File: config.mk
export PLATFORM = sky130hd
export DESIGN_NAME = uart_tx_feeder
export DESIGN_NICKNAME = d
export VERILOG_FILES = /design/src/rtl/uart_tx_feeder.sv
export SDC_FILE = /design/constraint.sdc
export NUM_CORES = 1
export LEC_CHECK = 0
export ABC_AREA = 0
export BUFFER_PORTS_ARGS = -buffer_cell sky130_fd_sc_hd__clkbuf_2
export CAP_MARGIN = 20
export CELL_PAD_IN_SITES_DETAIL_PLACEMENT = 1
export CELL_PAD_IN_SITES_GLOBAL_PLACEMENT = 1
export CORE_MARGIN = 4
export CORE_UTILIZATION = 56
export CTS_BUF_LIST = sky130_fd_sc_hd__clkbuf_16
export DETAILED_ROUTE_END_ITERATION = 6
export PLACE_DENSITY = 0.82
export SLEW_MARGIN = 20
export SYNTH_ARGS = -nofsm -noshare
export SYNTH_HDL_FRONTEND = slang
export SYNTH_SLANG_ARGS = --single-unit
export TNS_END_PERCENT = 100
File: constraint.sdc
create_clock -name clk -period 8.2 [get_ports clk]
set_clock_uncertainty 0.15 [all_clocks]
set_input_delay 1.23 -clock clk [delete_from_list [all_inputs] [get_ports clk]]
set_output_delay 1.23 -clock clk [all_outputs]
set_load 0.05 [all_outputs]
File: src/rtl/uart_tx_feeder.sv
// Transmit FIFO plus launcher that feeds one word at a time into the UART driver's start/ready/busy handshake.
// Optional build macro UART_FEEDER_FLUSH_EN adds a synchronous flush input.
module uart_tx_feeder #(
  parameter int DEPTH = 16,
  parameter int WIDTH = 9
) (
  input  logic                     clk,
  input  logic                     rst,
  input  logic                     wr_en,
  input  logic [WIDTH-1:0]         wr_data,
  output logic                     full,
  output logic                     empty,
  output logic [$clog2(DEPTH):0]   level,
  output logic                     overflow,
  output logic                     uart_start,
  output logic [WIDTH-1:0]         uart_data,
  input  logic                     uart_ready,
  input  logic                     uart_busy
`ifdef UART_FEEDER_FLUSH_EN
  ,
  input  logic                     flush
`endif
);

  localparam int AW = $clog2(DEPTH);
  localparam int LW = AW + 1;

  typedef enum logic [1:0] {
    S_IDLE      = 2'd0,
    S_WAIT_BUSY = 2'd1,
    S_WAIT_DONE = 2'd2
  } state_t;

  logic [WIDTH-1:0] mem [DEPTH];
  logic [AW-1:0]    wr_ptr;
  logic [AW-1:0]    rd_ptr;
  logic [LW-1:0]    level_nxt;
  logic             flush_w;
  logic             wr_acc;
  logic             launch;
  state_t           state;
  state_t           state_nxt;

`ifdef UART_FEEDER_FLUSH_EN
  assign flush_w = flush;
`else
  assign flush_w = 1'b0;
`endif

  function automatic logic [LW-1:0] level_step(input logic [LW-1:0] lvl,
                                               input logic          inc,
                                               input logic          dec);
    case ({inc, dec})
      2'b10:   return lvl + LW'(1);
      2'b01:   return lvl - LW'(1);
      default: return lvl;
    endcase
  endfunction

  // A write is judged against the registered full flag, so a same-cycle pop never rescues it.
  assign wr_acc    = wr_en && !full && !flush_w;
  assign level_nxt = level_step(level, wr_acc, launch);

  // FIFO storage: contents are never reset, only the pointers.
  always_ff @(posedge clk) begin
    if (wr_acc) begin
      mem[wr_ptr] <= wr_data;
    end
  end

  // FIFO bookkeeping
  always_ff @(posedge clk or posedge rst) begin
    if (rst) begin
      wr_ptr   <= '0;
      rd_ptr   <= '0;
      level    <= '0;
      full     <= 1'b0;
      empty    <= 1'b1;
      overflow <= 1'b0;
    end else if (flush_w) begin
      wr_ptr   <= '0;
      rd_ptr   <= '0;
      level    <= '0;
      full     <= 1'b0;
      empty    <= 1'b1;
      overflow <= 1'b0;
    end else begin
      if (wr_acc) begin
        wr_ptr <= wr_ptr + AW'(1);
      end
      if (launch) begin
        rd_ptr <= rd_ptr + AW'(1);
      end
      level <= level_nxt;
      full  <= (level_nxt == LW'(DEPTH));
      empty <= (level_nxt == '0);
      if (wr_en && full) begin
        overflow <= 1'b1;
      end
    end
  end

  // Launcher state register
  always_ff @(posedge clk or posedge rst) begin
    if (rst) begin
      state <= S_IDLE;
    end else begin
      state <= state_nxt;
    end
  end

  always_comb begin
    state_nxt = state;
    launch    = 1'b0;
    case (state)
      S_IDLE: begin
        if (!empty && uart_ready && !flush_w) begin
          launch    = 1'b1;
          state_nxt = S_WAIT_BUSY;
        end
      end
      S_WAIT_BUSY: begin
        if (uart_busy) begin
          state_nxt = S_WAIT_DONE;
        end
      end
      S_WAIT_DONE: begin
        if (!uart_busy && uart_ready) begin
          state_nxt = S_IDLE;
        end
      end
      default: state_nxt = S_IDLE;
    endcase
  end

  // Driver-facing outputs: start is a registered pulse, data holds until the next launch.
  always_ff @(posedge clk or posedge rst) begin
    if (rst) begin
      uart_start <= 1'b0;
      uart_data  <= '0;
    end else begin
      uart_start <= launch;
      if (launch) begin
        uart_data <= mem[rd_ptr];
      end
    end
  end

endmodule

# Word-level counts from Yosys, hierarchy flattened
# Memories as Yosys holds them, arrays and structs flattened. A register that Yosys moved wholly into a read port is not among the register bits.
# Index checks and enable logic that the tools add are counted.
[totals]
reg_bits = 19
mem_bits_rw = 144
input_bits = 14
word_cells = 40
n_memories = 1
[mem_list]
columns = ["memory", "words", "width", "rd", "rd_ports_with_merged_regs", "wr", "line", "source"]
rows = [
  ["mem", 16, 9, 1, 1, 1, "34", "logic [WIDTH-1:0] mem [DEPTH];"],
]
[classes]
add_sub_neg = 4
n_eq_ne = 8
muxes = 9
n_reduce_logical = 10
[ops]
columns = ["operator", "n"]
rows = [
  ["case mux 5 bit (2 select lines)", 1],
  ["adder 4 x 1 -> 4 bit (second input constant)", 2],
  ["two-way mux 2 bit", 3],
  ["!= test 2 bit (second input constant)", 3],
  ["case mux 2 bit (3 select lines)", 1],
  ["adder 5 x 1 -> 5 bit (second input constant)", 1],
  ["== test 5 bit (second input constant)", 1],
  ["zero test 5 bit", 1],
  ["subtractor 5 x 1 -> 5 bit (second input constant)", 1],
  ["== test 2 x 1 -> 1 bit (second input constant)", 2],
  ["== test 2 bit (second input constant)", 2],
  ["logical AND 1 bit", 4],
  ["two-way mux 1 bit", 4],
  ["zero test 1 bit", 3],
  ["AND reduction 3 bit", 1],
  ["zero test 2 bit", 1],
]

# Depth between registers and ports, before layout
# Gate-level depths: netlist of run 1.
[logic_depth]
word_depth = 7
mapped_depth = 12
mapped_depth_nobuf = 10

# Least setup slack after synthesis of run 1
# OpenSTA, ideal clock, no wires.
[synth_timing]
kind = "input to register"
startpoint = "input port uart_ready"
endpoint = "register full"
setup_ns = 0.069
arrival_time_ns = 3.343
setup_slack_ns = 4.638
cell_stages = 12
path_cell_list = "inv_1 > nor4_4 > buf_2 > ha_1 > buf_2 > xor2_1 > ha_1 > a21oi_1 > mux2i_1 > xnor2_1 > a311o_1 > nor2b_2"
[synth_between]
elab_chain_len = 6
[synth_lines]
columns = ["element", "line", "source"]
rows = [
  ["start: declaration", "17", "input logic uart_ready,"],
  ["logical AND 1 bit (*)", "117", "if (!empty && uart_ready && !flush_w) begin"],
  ["two-way mux 1 bit (*)", "117", ""],
  ["two-way mux 1 bit (*)", "115", "case (state)"],
  ["net launch", "40", "logic launch;"],
  ["== test 2 x 1 -> 1 bit or == test 2 bit (tied branches)", "53", "case ({inc, dec})"],
  ["case mux 5 bit (2 select lines) (*)", "53", ""],
  ["net level_nxt[2]", "37", "logic [LW-1:0] level_nxt;"],
  ["== test 5 bit (*)", "95", "full <= (level_nxt == LW'(DEPTH));"],
  ["end signal: assignment", "95", ""],
  ["end: declaration", "11", "output logic full,"],
]
# Mark *: on every way through the listed nets, which the timed path passes. The rest lies on a longest branch.
# A chain may end at the register's enable or synchronous reset.

# Final worst setup path of run 1
[layout_timing]
startpoint = "input port wr_en"
endpoint = "register full"
[layout_between]
elab_chain_len = 4
[layout_lines]
columns = ["element", "line", "source"]
rows = [
  ["start: declaration", "9", "input logic wr_en,"],
  ["logical AND 1 bit (*)", "61", "assign wr_acc = wr_en && !full && !flush_w;"],
  ["== test 2 x 1 -> 1 bit or == test 2 bit (tied branches)", "53", ""],
  ["case mux 5 bit (2 select lines) (*)", "53", ""],
  ["net level_nxt[2]", "37", ""],
  ["== test 5 bit (*)", "95", ""],
]
# Marked as above.

==> results of run 1 <==
==> worst max-delay path by stage <==
stage / startpoint / to / slack, ns / cells after the start
finish: wr_en / full$_DFF_PP0_ / 4.68 / 11
global route: wr_en / full$_DFF_PP0_ / 4.47 / 11
CTS: wr_en / full$_DFF_PP0_ / 4.68 / 11
detailed placement: wr_en / full$_DFF_PP0_ / 4.21 / 11
global placement: wr_en / full$_DFF_PP0_ / 4.44 / 11
floorplan: uart_ready / full$_DFF_PP0_ / 4.64 / 12
==> cells by family (layout without fill, tap and decap cells) <==
| kind of cell | Yosys count | count (layout) | synth area share, % |
|---|---|---|---|
| flip-flops | 172 | 172 | 71.6 |
| buffers and inverters | 26 | 78 | 1.92 |
| adder cells (fa/ha/maj) | 9 | 9 | 1.60 |
| XOR/XNOR | 12 | 12 | 1.50 |
| AND/OR/NAND/NOR | 64 | 64 | 4.77 |
| AO/OA/AOI/OAI | 59 | 59 | 5.51 |
| multiplexers | 66 | 66 | 13.1 |
==> cells in the final DEF, fill, tap and decap left out, drive strengths merged, types with 3 or more instances in the layout <==
cell / count
a21oi: 10
buf: 10
clkbuf: 48
a21o: 3
mux2: 29
edfxtp: 144
nand2b: 3
nor2: 26
o21ai: 13
inv: 10
o21bai: 9
bufinv: 4
nand2: 10
xnor2: 7
mux4: 18
ha: 9
o22ai: 18
xor2: 5
mux2i: 19
nor3: 13
dfrtp: 27
clkinv: 5
==> worst max-delay path: stages <==
cell,delay (ns)
clkbuf_2,0.09
nor2b_1,0.48
inv_1,0.14
ha_1,0.35
xor2_1,0.21
ha_1,0.24
a21oi_1,0.17
mux2i_1,0.26
xnor2_1,0.13
a311o_1,0.33
nor2b_2,0.11
==> state kept, by name, indices dropped and copies added (netlist names) <==
name	cells
empty	1
full	1
level	5
mem	144
overflow	1
rd_ptr	4
state	2
uart_data	9
uart_start	1
wr_ptr	4
==> through the flow <==
| step | utilization, % | hold slack (ns) | instances | power (mW) | instance area (um^2) |
|---|---|---|---|---|---|
| after CTS | 65.4 | 0.316 | 626 | 3.12 | 7960 |
| final | 65.7 | 0.320 | 628 | 3.11 | 7990 |
| after floorplan | - | 0.308 | 408 | 2.00 | 7020 |
| after global routing | 65.7 | 0.340 | 628 | 3.26 | 7990 |
| after global placement | 60.3 | 0.289 | 594 | 2.19 | 7330 |
| after detailed placement | 60.3 | 0.302 | 594 | 2.24 | 7330 |
==> routing by layer <==
metal  up-vias  GRT usage [%]
met3        22           6.08
met5         -              0
met1      1964           31.3
met4         0           7.44
met2       117           40.5
li1       1670              -
==> final cells by class <==
| cell class | instances | area (um^2) |
|---|---|---|
| Multi-Input combinational cell | 210 | 1870 |
| Sequential cell | 172 | 5030 |
| Fill cell | 1043 | 4170 |
| Timing Repair Buffer | 41 | 241 |
| Clock inverter | 15 | 196 |
| Tap cell | 168 | 210 |
| Clock buffer | 17 | 425 |
| Inverter | 5 | 18.8 |
==> synth_stat cells (all sizes together) <==
library cell,n
edfxtp,144
mux2,29
dfrtp,27
nor2,26
mux2i,19
mux4,18
o22ai,18
nor3,13
o21ai,13
buf,12
a21oi,10
nand2,10
clkbuf,9
ha,9
o21bai,9
xnor2,7
inv,5
xor2,5
a21o,3
nand2b,3
nand4,2
nor2b,2
o21a,2
a211oi,1
a311o,1
a31oi,1
and2b,1
and4b,1
and4bb,1
dfstp,1
nand3,1
nand3b,1
nand4bb,1
nor4,1
o32ai,1
or3b,1
==> power by group through the flow <==
stage          Clock (mW)  Combinational (mW)  Sequential [mW]
2_1_floorplan           0               0.681             1.32
3_3_place_gp            0               0.940             1.25
3_5_place_dp            0               0.980             1.26
4_1_cts             0.861                1.01             1.25
5_1_grt             0.904                1.11             1.25
6_report            0.850                1.03             1.23
==> reports/metrics.csv, run 1 <==
metric,value,unit
mean post-synth cell area,17.2,um^2
CTS Hold Bufs,0,
Routed Wire Length,16200,um
period utilisation layout,42.9,%
worst path arrival time,3.74,ns
Post-Syn Nets,431,
Worst VDD drop,0.000286,V
hpwl dp,9330,um
LEAKAGE,2.82,nW
"Seq/Total Area, Yosys",71.6,%
design internal power,2.01,mW
outcome,"finished, final reports clean",
sw power,1.10,mW
Via density,6.01,
top cell type's share of synthesized area,61.6,%
pre-CTS WS,4.21,ns
Critical Path RT,8.42,ns
initial antenna violation count,0,
highest routed metal layer,met4,
DRT Pass-1 Iters,4,
hold endpoint,overflow$_DFFE_PP0P_,
DIE AREA,0.0144,mm^2
cts repair resizes,0,
setup tns final,0,ns
met2 routed WL,8610,um
total grt overflow,0,
Synth cell types,40,
CTS sink cnt,172,
Max-cap violations,0,
FP Rows,40,
fraction of layout cells with a size suffix above 1,28.3,%
Final setup viols,0,
cts bufs inserted,17,
Synth Register Bits,172,
# diodes,0,
clock latency on the worst-skew pair,0.44,ns
final max-slew violation count,0,
Synth area leaders,"edfxtp_1, dfrtp_1, mux4_2",
clock power share,27.3,%
reg-to-reg startpoint,state[0]$_DFFE_PP0P_,
Critical Path End Type,flop,
Die Wd,120,um
Final Worst Setup Slack,4.68,ns
global-route wire length before repair,24700,um
min Tclk post-route,3.52,ns
combinational share of power,33.1,%
final RePlAce weighted congestion,0.734,
I/O pins,32,
Post-DRT Antenna Nets,0,
average routed wire per standard cell,25.8,um
global-route total usage across every layer,24.1,%
met3 wire length,737,um
H-Tree Depth,4,
Initial Util,57.7,%
R2R setup slack,5.15,ns
Final Hold Fails,0,
post-CTS setup buffer count,0,
worst-path fanout max,9,
Reg power frac,39.5,%
Hold WC Path Type,reg2reg,
Core ar.,0.0122,mm^2
DR iter-0 viols,342,
power per cell area,389,mW/mm^2
Rel. slew slack,26.5,%
DR vias,3773,
pin count of the biggest net entering global routing,49,
vias in the first global route,4090,
RSZ-0062 raised after global routing,no,
fmax,284,MHz
Mapped Area,0.00702,mm^2
Reg2Reg Capture Point,full$_DFF_PP0_,
Ys Warns,0,
die span in y,120,um
Layout area overhead,13.8,%
TritonCTS clock tree,yes,
Layout Nets,470,
# port buffers,31,
min-delay src,overflow$_DFFE_PP0P_,
largest area contributor in the netlist,edfxtp_1,
CTS Root Cell,clkbuf_16,
synthesized netlist cell count,408,
M1 WL,6620,um
reg2reg path depth,10,
Hold Path Cell Cnt,1,
worst slew pin tran,1.10,ns
crit start category,input pin,
"CTS clk-pin slew, worst paths",0.07,ns
"Worst Path Class, Setup",in2reg,
Switching Share,35.3,%
Bufs on Longest Clock Path,2,
# DRC,0,
Note: power is estimated with default switching activity, not from simulation.
==> run 2, diff against run 1 <==
CORE_UTILIZATION = 47   (was 56)
PLACE_DENSITY = 0.74   (was 0.82)
clock period = 3 ns   (was 8.2 ns; I/O delays follow)
==> reports/metrics.csv, run 2 (synthesis gave the netlist of run 1 again) <==
metric,value,unit,change
worst path arrival time,2.90,ns,-0.84 ns
R2R setup slack,0.30,ns,-4.85 ns
die span in y,130,um,+8.5%
Layout Nets,483,,+2.8%
DR vias,3666,,-2.8%
Placed Area,0.00747,mm^2,+1.9%
global-route wire length before repair,23300,um,-5.8%
initial antenna violation count,0,,unchanged
"commonest non-fill, non-tap cells in the layout","edfxtp_1, clkbuf_2, mux2_2",,
reg-to-reg startpoint,state[0]$_DFFE_PP0P_,,
DP Cell Count,624,,+5.1%
Final Hold Fails,0,,unchanged
RSZ-0062 raised after global routing,no,,
LEAKAGE,2.87,nW,+1.7%
Die Wd,130,um,+8.5%
Via density,5.58,,-7.1%
# port buffers,31,,unchanged
crit start category,flop,,
fraction of layout cells with a size suffix above 1,29.8,%,+1.5 points
worst-path fanout max,9,,unchanged
# DRC,0,,unchanged
average routed wire per standard cell,22.2,um,-14%
Worst VDD drop,0.000645,V,+130%
Reg with most FFs,mem,,
final max-slew violation count,0,,unchanged
min-delay src,wr_en,,
FP Rows,44,,+10%
clock latency on the worst-skew pair,0.42,ns,-0.02 ns
period utilisation layout,90.0,%,
final RePlAce weighted congestion,0.739,,+0.65%
Reg2Reg Capture Point,full$_DFF_PP0_,,
DR iter-0 viols,299,,-13%
Core ar.,0.0146,mm^2,+20%
"Worst Path Class, Setup",reg2reg,,
hold endpoint,overflow$_DFFE_PP0P_,,
hpwl dp,9460,um,+1.4%
CTS sink cnt,172,,unchanged
# diodes,0,,unchanged
Hold WC Path Type,in2reg,,
min Tclk post-route,2.70,ns,
TritonCTS clock tree,yes,,
cell area after layout,0.00806,mm^2,+0.91%
biggest regs,"mem: 144 flops, uart_data: 9 flops, level: 5 flops",,
"CTS clk-pin slew, worst paths",0.07,ns,about the same
Layout area overhead,14.8,%,
vias in the first global route,4061,,-0.71%
CTS Root Cell,clkbuf_16,,
"commonest non-fill, non-tap cell in the layout",edfxtp_1,,
Max-cap violations,0,,unchanged
setup tns final,0,ns,unchanged
Critical Path RT,3.21,ns,-5.21 ns
global-route total usage across every layer,18.9,%,-5.3 points
Finished Layout Cells,657,,+4.6%
pin count of the biggest net entering global routing,49,,unchanged
power per cell area,1030,mW/mm^2,+160%
total grt overflow,0,,unchanged
Initial Util,48.1,%,-9.6 points
H-Tree Depth,4,,unchanged
Post-DRT Antenna Nets,0,,unchanged
DRT Pass-1 Iters,4,,unchanged
Hold Path Cell Cnt,2,,+1
cts bufs inserted,17,,unchanged
I/O pins,32,,unchanged
outcome,"finished, final reports clean",,
Final Util,55.3,%,-10 points
DIE AREA,0.0170,mm^2,+18%
Final setup viols,0,,unchanged
fmax,371,MHz,
Largest register FFs,144,,unchanged
worst slew pin tran,0.727,ns,-0.371 ns
reg2reg path depth,9,,-1
Rel. slew slack,51.5,%,+25 points
Routed Wire Length,14600,um,-10%
Bufs on Longest Clock Path,2,,unchanged
Critical Path End Type,flop,,
==> run 2: cell count changes in the layout (fill, tap and decap cells not counted), sizes merged <==
cell / change
buf: +12
bufinv: -3
clkinv: -1
dlygate4sd3: +1
inv: +4
==> run 2: routing by layer <==
| metal | track usage, % | wire, um | up-vias |
|---|---|---|---|
| met5 | 0 | 0 | - |
| met4 | 7.27 | 252 | 0 |
| li1 | - | - | 1690 |
| met2 | 31.8 | 7680 | 72 |
| met1 | 24.4 | 6180 | 1885 |
| met3 | 3.60 | 440 | 19 |
==> run 2: worst max-delay path, stage by stage (launching register included) <==
cell,delay [ns]
dfrtp_1,0.43
nor4_4,0.34
ha_1,0.41
xor2_1,0.12
ha_1,0.24
a21oi_1,0.16
mux2i_1,0.23
xnor2_1,0.11
a311o_1,0.32
nor2b_2,0.12
==> run 2: cell type report <==
| class | instances | area, um^2 |
|---|---|---|
| Fill cell | 1316 | 6530 |
| Sequential cell | 172 | 5030 |
| Multi-Input combinational cell | 210 | 1860 |
| Clock buffer | 17 | 425 |
| Timing Repair Buffer | 54 | 343 |
| Tap cell | 184 | 230 |
| Clock inverter | 15 | 155 |
| Inverter | 5 | 18.8 |
==> run 2: through the flow <==
stage / power [mW] / hold WS, ns / setup slack [ns]
finish: 8.28 / 0.0911 / 0.301
global route: 8.75 / 0.0925 / 0.0337
CTS: 8.36 / 0.0784 / 0.284
detailed placement: 6.19 / 0.309 / 0.275
global placement: 6.05 / 0.287 / 0.386
floorplan: 5.46 / 0.308 / 0.0894
==> run 2: worst max-delay path by stage <==
stage	slack, ns	from	to	cells after the start
CTS	0.28	state[0]$_DFFE_PP0P_	full$_DFF_PP0_	9
floorplan	0.09	full$_DFF_PP0_	full$_DFF_PP0_	12
detailed placement	0.27	uart_ready	full$_DFF_PP0_	11
global route	0.03	state[0]$_DFFE_PP0P_	full$_DFF_PP0_	9
global placement	0.39	uart_ready	full$_DFF_PP0_	11
finish	0.30	state[0]$_DFFE_PP0P_	full$_DFF_PP0_	9
==> run 2: where the power goes <==
group	switching (mW)	internal, mW
Combinational	1.66	1.14
Sequential	0.341	2.99
Clock	0.969	1.18
==> run 2: repair_timing <==
item / CTS / global route
gates resized for setup: 0 / 0
endpoints found under the hold margin: 15 / 0
setup buffers: 0 / 0
hold buffers: 1 / 0
